$ cat src/rtl/req_latch_8.sv
// req_latch_8: eight-line request latch with per-line mask, single-line
// acknowledge, sticky overflow flags and an ack-error pulse. D/any feed a
// downstream 8-to-3 priority encoder.
// Optional feature: define REQ_LATCH_EDGE_EN for rising-edge request
// qualification; leave it undefined for level qualification.
module req_latch_8 (
    input  logic       clk,
    input  logic       rst_n,
    input  logic [7:0] req,
    input  logic       mask_we,
    input  logic [7:0] mask_in,
    input  logic       ack,
    input  logic [2:0] ack_idx,
    input  logic       ovf_clr,
    output logic [7:0] D,
    output logic       any,
    output logic [7:0] pend,
    output logic [7:0] ovf,
    output logic       ack_err
);

    localparam int unsigned N = 8;

    logic [N-1:0] mask;
    logic [N-1:0] req_q;
    logic [N-1:0] evt_c;
    logic [N-1:0] clr_c;
    logic [N-1:0] pend_nxt_c;
    logic [N-1:0] ovf_nxt_c;

    // Event qualification, one-hot clear and next pending/overflow state
    always_comb begin
        evt_c      = '0;
        clr_c      = '0;
        pend_nxt_c = pend;
        ovf_nxt_c  = ovf;
`ifdef REQ_LATCH_EDGE_EN
        evt_c = req & ~req_q;
`else
        // Level mode: the req_q term is absorbed by req, leaving event = req
        evt_c = req | (req & ~req_q);
`endif
        if (ack) begin
            clr_c = N'(1) << ack_idx;
        end
        // Set wins over clear on the same line
        pend_nxt_c = evt_c | (pend & ~clr_c);
        // A new overflow beats ovf_clr on the same line
        ovf_nxt_c  = (evt_c & pend & ~clr_c) | (ovf & {N{~ovf_clr}});
    end

    // State registers with synchronous active-low reset
    always_ff @(posedge clk) begin
        if (!rst_n) begin
            pend    <= '0;
            ovf     <= '0;
            mask    <= '1;
            req_q   <= '0;
            ack_err <= 1'b0;
        end else begin
            pend    <= pend_nxt_c;
            ovf     <= ovf_nxt_c;
            req_q   <= req;
            ack_err <= ack & ~pend[ack_idx];
            if (mask_we) begin
                mask <= mask_in;
            end
        end
    end

    // Masked pending vector and summary bit for the priority encoder
    assign D   = pend & mask;
    assign any = |D;

endmodule

$ cat config.mk
export PLATFORM = sky130hd
export DESIGN_NAME = req_latch_8
export DESIGN_NICKNAME = d
export VERILOG_FILES = /design/src/rtl/req_latch_8.sv
export SDC_FILE = /design/constraint.sdc
export NUM_CORES = 1
export LEC_CHECK = 0
export CORE_MARGIN = 8
export CORE_UTILIZATION = 39
export CTS_CLUSTER_SIZE = 16
export DETAILED_ROUTE_END_ITERATION = 8
export PLACE_DENSITY = 0.77
export SKIP_CTS_REPAIR_TIMING = 1
export SLEW_MARGIN = 5
export SYNTH_ARGS = -nofsm -noshare
export SYNTH_HDL_FRONTEND = slang
export SYNTH_SLANG_ARGS = --single-unit
$ cat constraint.sdc
create_clock -name clk -period 1.9 [get_ports clk]
set_clock_uncertainty 0.05 [all_clocks]
set_input_delay 0.19 -clock clk [delete_from_list [all_inputs] [get_ports clk]]
set_output_delay 0.19 -clock clk [all_outputs]
set_load 0.05 [all_outputs]
# == Yosys cells after proc, flatten, opt, wreduce, memory -nomap -nowiden ==
# Cells that the tools add are included.
# word_totals
register_bits,33
out_inout_bits,26
# classes
n_lt_le_gt_ge,1
shift,1
muxes,3
bitwise,14
n_reduce_logical,1
# op_table
operator,n
AND 8 bit,6
OR 8 bit,3
inverter 8 bit,2
2-to-1 mux 8 bit,1
OR reduction 8 bit,1
"left shift 1 x 3 -> 8 bit, first input constant",1
"less-than comparator 3 x 4 -> 1 bit, second input constant",1
binary-select mux 1 bit (select 3 bit),1
inverter 1 bit,2
AND 1 bit,1
2-to-1 mux 1 bit,1

# == Logic depth before layout (Yosys ltp) ==
# Gate-level depths: netlist of the first run.
# logic_depth
word_depth,6
mapped_depth,4

# == Worst setup path before layout of the first run ==
# Ideal clock, no wire load.
# synth_path
kind,reg-to-output
startpoint,register pend[1]
endpoint,output port any
t_arrival_ns,2.162
path_slack_ns,-0.502
path_stages_with_launch,4
n_path_buf,0
path_cell_list,dfxtp_1 and2_1 or4_1 or4_1
# synth_between
elab_chain_cells,2
# synth_rtl
element,line_no,text
from (decl),17,"output logic [7:0] pend,"
from (signal assigned),61,pend <= pend_nxt_c;
AND 8 bit,72,assign D = pend & mask;
named net D[1],15,"output logic [7:0] D,"
OR reduction 8 bit,73,assign any = |D;
to (decl),16,"output logic any,"
# The timed path passes the listed nets, and every way through them passes these cells.

# == Final worst setup path of the first run ==
# layout_path
startpoint,register pend[0]
endpoint,output port any
# layout_between
elab_chain_cells,2
# layout_rtl
element,line_no
AND 8 bit,72
OR reduction 8 bit,73
# No other way between the ends.

==> metrics.csv, run 1 <==
metric,value,unit
max_cap viols,0,
main flop type after synthesis,dfxtp_1,
cells taking the most area after synthesis,"dfxtp_1 (48%), mux2i_1 (11%), o21a_1 (10%)",
port buffer count,49,
post-layout power,0.00120,W
Syn Nets,125,
Setup WS pre-CTS,0.0384,ns
post-route ant nets,0,
critical path endpoint category,output port,
CTS tree,built,
Rows,19,
power per cell area,740,nW/µm²
sequential fraction of the synthesis area,0.477,
"count leader, synth",dfxtp_1,
Setup Crit Path Kind,reg -> out,
total grt overflow,0,
I/O pins,50,
Post-Synthesis Cells,101,
Worst Path Required,1.66,ns
failing checks,setup timing,
Non-Filler Instances,183,
# DRC,0,
Max-slew headroom,0.569,
clock buffers created by TritonCTS,3,
Fmax achieved,460,MHz
CORE AREA,2660,µm²
DIE AREA,4610,µm²
dpl cells,178,
# H-tree levels,1,
Post-synth EDFFs,0,
Longest Clk Path Bufs,2,
setup ws final,-0.275,ns
CP Launch Type,register,
routed vias/inst,5.07,
final setup fails,1,
Wirelength per Cell,16.4,µm
RSZ-0062 raised after global routing,true,
DRT iter0 DRCs,31,
worst path cell trace,"and2_4, or4_4, or4_4, buf_8",
die height,67.9,µm
Mapped Area,1050,µm²
#FFs+latches synth,25,
Buf/Inv on CP,1,
vias in the first global route,1024,
post-synth cell types,18,
share of layout cells above drive strength 1,0.217,
final WL,3010,µm
HPWL after DPL,2370,µm
most frequent cell on the critical path,or4_4,
antenna violations before repair,0,
Final nets,177,
Crit Path Max Fanout,3,
Hold Crit Class,in -> reg,
share of the synthesized area in the top cell type,0.477,
Synth-to-Final Area Change,54.9,%
final hold violation count,0,
clock root buffer,clkbuf_4,
minimum clock period,2.18,ns
GPL Wtd Cong,0.785,
Vias,928,
P_leak,0.687,nW
Tot GR Track Use,0.134,
largest net degree at the start of global routing,26,
critical path's largest stage delay,0.52,ns
crit-path leading delay family,simple AND/OR/NAND/NOR gates,
Final Util,0.611,
yosys warns,0,
n_diodes,0,
clock tree sinks,25,
commonest cells in the netlist,"dfxtp_1 (25), and2_1 (15), o21a_1 (14)",
Slew @ Worst Pin,0.645,ns
Die W,67.9,µm
outcome,"complete, but fails checks",
Initial DRT Pass Iterations,4,
Initial Util,0.394,
"Clk Latency, worst-skew pair",0.32,ns
first-pass GRT wire length,4730,µm
most area-hungry cell type in the Yosys netlist,dfxtp_1,
Avg Inst Size Synth,10.4,µm²
Worst-path clk slew,0.14,ns
async set-or-reset flop fraction in the synthesized netlist,0,
VDD IR max,0.573,mV
part of the cycle the worst path needs,1.14,
Critical Path AT,1.94,ns
"Max stage delay cell, worst path",or4_4,
Final Max Tran Viols,0,
cells in the final DEF, fill, tap and decap left out, types with 2 or more instances in the layout:
cell,instances
nand2_1,10
clkdlybuf4s50_1,39
o21a_1,14
buf_4,11
dfxtp_2,5
or4_4,2
a22o_1,8
mux2i_1,12
dfxtp_1,19
and2_1,10
nand2b_1,3
and2_4,6
clkbuf_4,3
flip-flops by register name, indices dropped and copies added (netlist names):
| signal | cells |
|---|---|
| mask | 8 |
| pend | 8 |
| ovf | 8 |
| ack_err | 1 |
power breakdown:
part | switching, W | leakage [nW] | internal [W] | total [W]
Combinational | 0.000215 | 0.461 | 0.000170 | 0.000384
Clock | 0.000158 | 0.0177 | 0.0000787 | 0.000237
Sequential | 0.0000246 | 0.208 | 0.000558 | 0.000583
Total | 0.000397 | 0.687 | 0.000807 | 0.00120
final cells by class:
type | count | area, µm²
flip-flops and latches | 25 | 510
clock inverters | 1 | 5.00
repair buffers | 52 | 500
clock buffers | 3 | 22.5
fillers | 227 | 1040
well taps | 31 | 38.8
multi-input cells | 71 | 549
cell families (layout without fill, tap and decap cells):
family | count (synthesis) | in the layout | share of synthesized area
AOI/OAI and AO/OA | 24 | 24 | 0.185
and+or+nand+nor | 34 | 34 | 0.184
buffers and inverters | 5 | 56 | 0.0191
muxes | 13 | 13 | 0.136
DFF | 25 | 25 | 0.477
metal layers:
metal | track usage | share of wire
met5 | 0 | 0
met2 | 0.241 | 0.52
met4 | 0.0435 | 0.015
met3 | 0.0524 | 0.059
met1 | 0.141 | 0.41
metrics by stage:
stage          hold WS (ns)  TNS [ns]  instance area [µm²]
6_report              0.412    -0.275                 1630
5_1_grt               0.403    -0.340                 1630
3_5_place_dp          0.403         0                 1580
2_1_floorplan         0.263         0                 1070
4_1_cts               0.403    -0.330                 1600
3_3_place_gp          0.405         0                 1580
path summary, 6_finish.rpt:
kind / from / end / slack, ns / depth (start not counted)
max reg2reg: pend[5] / ack_err / 0.55 / 3
max: pend[0] / any / -0.28 / 4
min: mask_in[4] / mask[4] / 0.41 / 3
min reg2reg: mask[2] / mask[2] / 0.43 / 2
worst register-to-register path: stages, from the launching register on:
cell and delay [ns]:
dfxtp_1 0.44, mux2i_1 0.10, mux4_2 0.47, and3_1 0.20
Note: power is estimated with default switching activity, not from simulation.
==> run 2, diff against run 1 <==
- GPL_TIMING_DRIVEN: unset -> 0
==> run 2 against run 1 <==
The flow still finishes with violations (setup timing). Sequential power barely moved. Die area stayed put. First-iteration DRC count down 48%. Register-to-register slack better by 0.03 ns. Count of clock-buffer cells in the layout stayed put. Combinational power fell by 2%. Highest routed layer unchanged.
==> metrics.csv, run 2 (same netlist as run 1, synthesis figures left out) <==
metric,value,unit,change
Fmax achieved,451,MHz,was 460 MHz
total grt overflow,0,,unchanged
CTS tree,built,,unchanged
crit path from,pend[0],,unchanged
HPWL after DPL,2340,µm,was 2370 µm
largest registers,"mask x8, ovf x8, pend x8",,unchanged
# H-tree levels,1,,unchanged
clock root buffer,clkbuf_4,,unchanged
part of the cycle the worst path needs,1.17,,was 1.14
RSZ-0062 raised after global routing,true,,unchanged
Final Max Tran Viols,0,,unchanged
Slew @ Worst Pin,0.563,ns,was 0.645 ns
DRT iter0 DRCs,16,,was 31
antenna violations before repair,0,,unchanged
"commonest cells after routing, fill and taps aside","clkdlybuf4s50_1 (38), dfxtp_1 (20), o21a_1 (14)",,"was clkdlybuf4s50_1 (39), dfxtp_1 (19), o21a_1 (14)"
final hold violation count,0,,unchanged
Vias,936,,was 928
power per cell area,732,nW/µm²,was 740 nW/µm²
CORE AREA,2660,µm²,unchanged
# DRC,0,,unchanged
outcome,"complete, but fails checks",,unchanged
final WL,2910,µm,was 3010 µm
Synth-to-Final Area Change,56.5,%,was 54.9%
Multi-input gate area,549,µm²,unchanged
dpl cells,179,,was 178
Longest Clk Path Bufs,2,,unchanged
share of layout cells above drive strength 1,0.145,,was 0.217
Setup Crit Path Kind,reg -> out,,unchanged
setup ws final,-0.317,ns,was -0.275 ns
vias in the first global route,942,,"was 1,024"
Crit Path Max Fanout,4,,was 3
Tot GR Track Use,0.127,,was 0.134
first-pass GRT wire length,4460,µm,was 4730 µm
clock tree sinks,25,,unchanged
DIE AREA,4610,µm²,unchanged
Critical Path AT,1.98,ns,was 1.94 ns
r2r setup slk,0.58,ns,was 0.55 ns
routed vias/inst,5.11,,was 5.07
minimum clock period,2.22,ns,was 2.18 ns
n_diodes,0,,unchanged
"Clk Latency, worst-skew pair",0.32,ns,about the same
die height,67.9,µm,unchanged
Hold Crit Class,in -> reg,,unchanged
r2r startpoint,pend[5],,unchanged
VDD IR max,0.700,mV,was 0.573 mV
FF/Latch Area,509,µm²,was 510 µm²
GPL Wtd Cong,0.835,,was 0.785
clock buffers created by TritonCTS,3,,unchanged
Rows,19,,unchanged
I/O pins,50,,unchanged
Max-slew headroom,0.625,,was 0.569
critical path endpoint category,output port,,unchanged
post-route ant nets,0,,unchanged
Filler Cells Inserted,245,,was 227
port buffer count,47,,was 49
hold_sp,ack_idx[1],,was mask_in[4]
Final nets,177,,unchanged
max_cap viols,0,,unchanged
Worst-path clk slew,0.14,ns,about the same
failing checks,setup timing,,unchanged
Worst Path Required,1.66,ns,about the same
Non-Filler Instances,183,,unchanged
Initial Util,0.394,,unchanged
Setup WS pre-CTS,-0.482,ns,was 0.0384 ns
Wirelength per Cell,15.9,µm,was 16.4 µm
CP Launch Type,register,,unchanged
P_leak,0.753,nW,was 0.687 nW
final setup fails,2,,was 1
"commonest non-fill, non-tap cell in the layout",clkdlybuf4s50_1,,unchanged
Die W,67.9,µm,unchanged
minimum hold slack,0.303,ns,was 0.412 ns
Initial DRT Pass Iterations,4,,unchanged
largest net degree at the start of global routing,16,,was 26
-- run 2: cell count changes in the layout (fill, tap and decap cells not counted), sizes merged --
cell,previous run,this run
buf,12,3
clkbuf,3,6
clkdlybuf4s50,39,38
dlymetal6s2s,1,8
clkinv,1,0
clkinvlp,0,1
-- run 2: path summary, 6_finish.rpt --
kind	endpoint	depth (start not counted)
worst max-delay path	any	4
worst min-delay path	pend[0]	3
worst max register to register	ack_err	3
worst min register to register	mask[3]	2
-- run 2: stage by stage --
step	utilization	cell area, µm²	TNS, ns	power (W)
after CTS	0.606	1610	-1.13	0.00121
after floorplan	-	1070	0	0.000825
after detailed placement	0.595	1580	-0.482	0.000972
after global placement	0.595	1580	-0.493	0.000968
final	0.617	1640	-0.387	0.00120
after global routing	0.617	1640	-0.510	0.00126
-- run 2: final cells by class --
| type | count | share of cell area |
|---|---|---|
| multi-input cells | 71 | 0.334 |
| plain buffers | 5 | 0.0122 |
| flip-flops and latches | 25 | 0.310 |
| clock inverters | 1 | 0.00457 |
| clock buffers | 3 | 0.0137 |
| well taps | 31 | 0.0236 |
| repair buffers | 47 | 0.302 |
-- run 2: metal layers --
layer	up-vias	track usage	wire length, µm
li1	459	-	-
met1	452	0.140	1240
met2	23	0.224	1480
met3	2	0.0540	182
met4	0	0.0230	14
met5	-	0	0
-- run 2: critical path: stages (launching register included) --
cell and delay [ns]:
dfxtp_4 0.39, and2_4 0.14, or4_4 0.53, or4_4 0.43, buf_8 0.17
-- run 2: power by group --
part / total (W) / switching, W / internal (W)
Sequential: 0.000584 / 0.0000257 / 0.000558
Clock: 0.000240 / 0.000159 / 0.0000805
Combinational: 0.000378 / 0.000211 / 0.000168
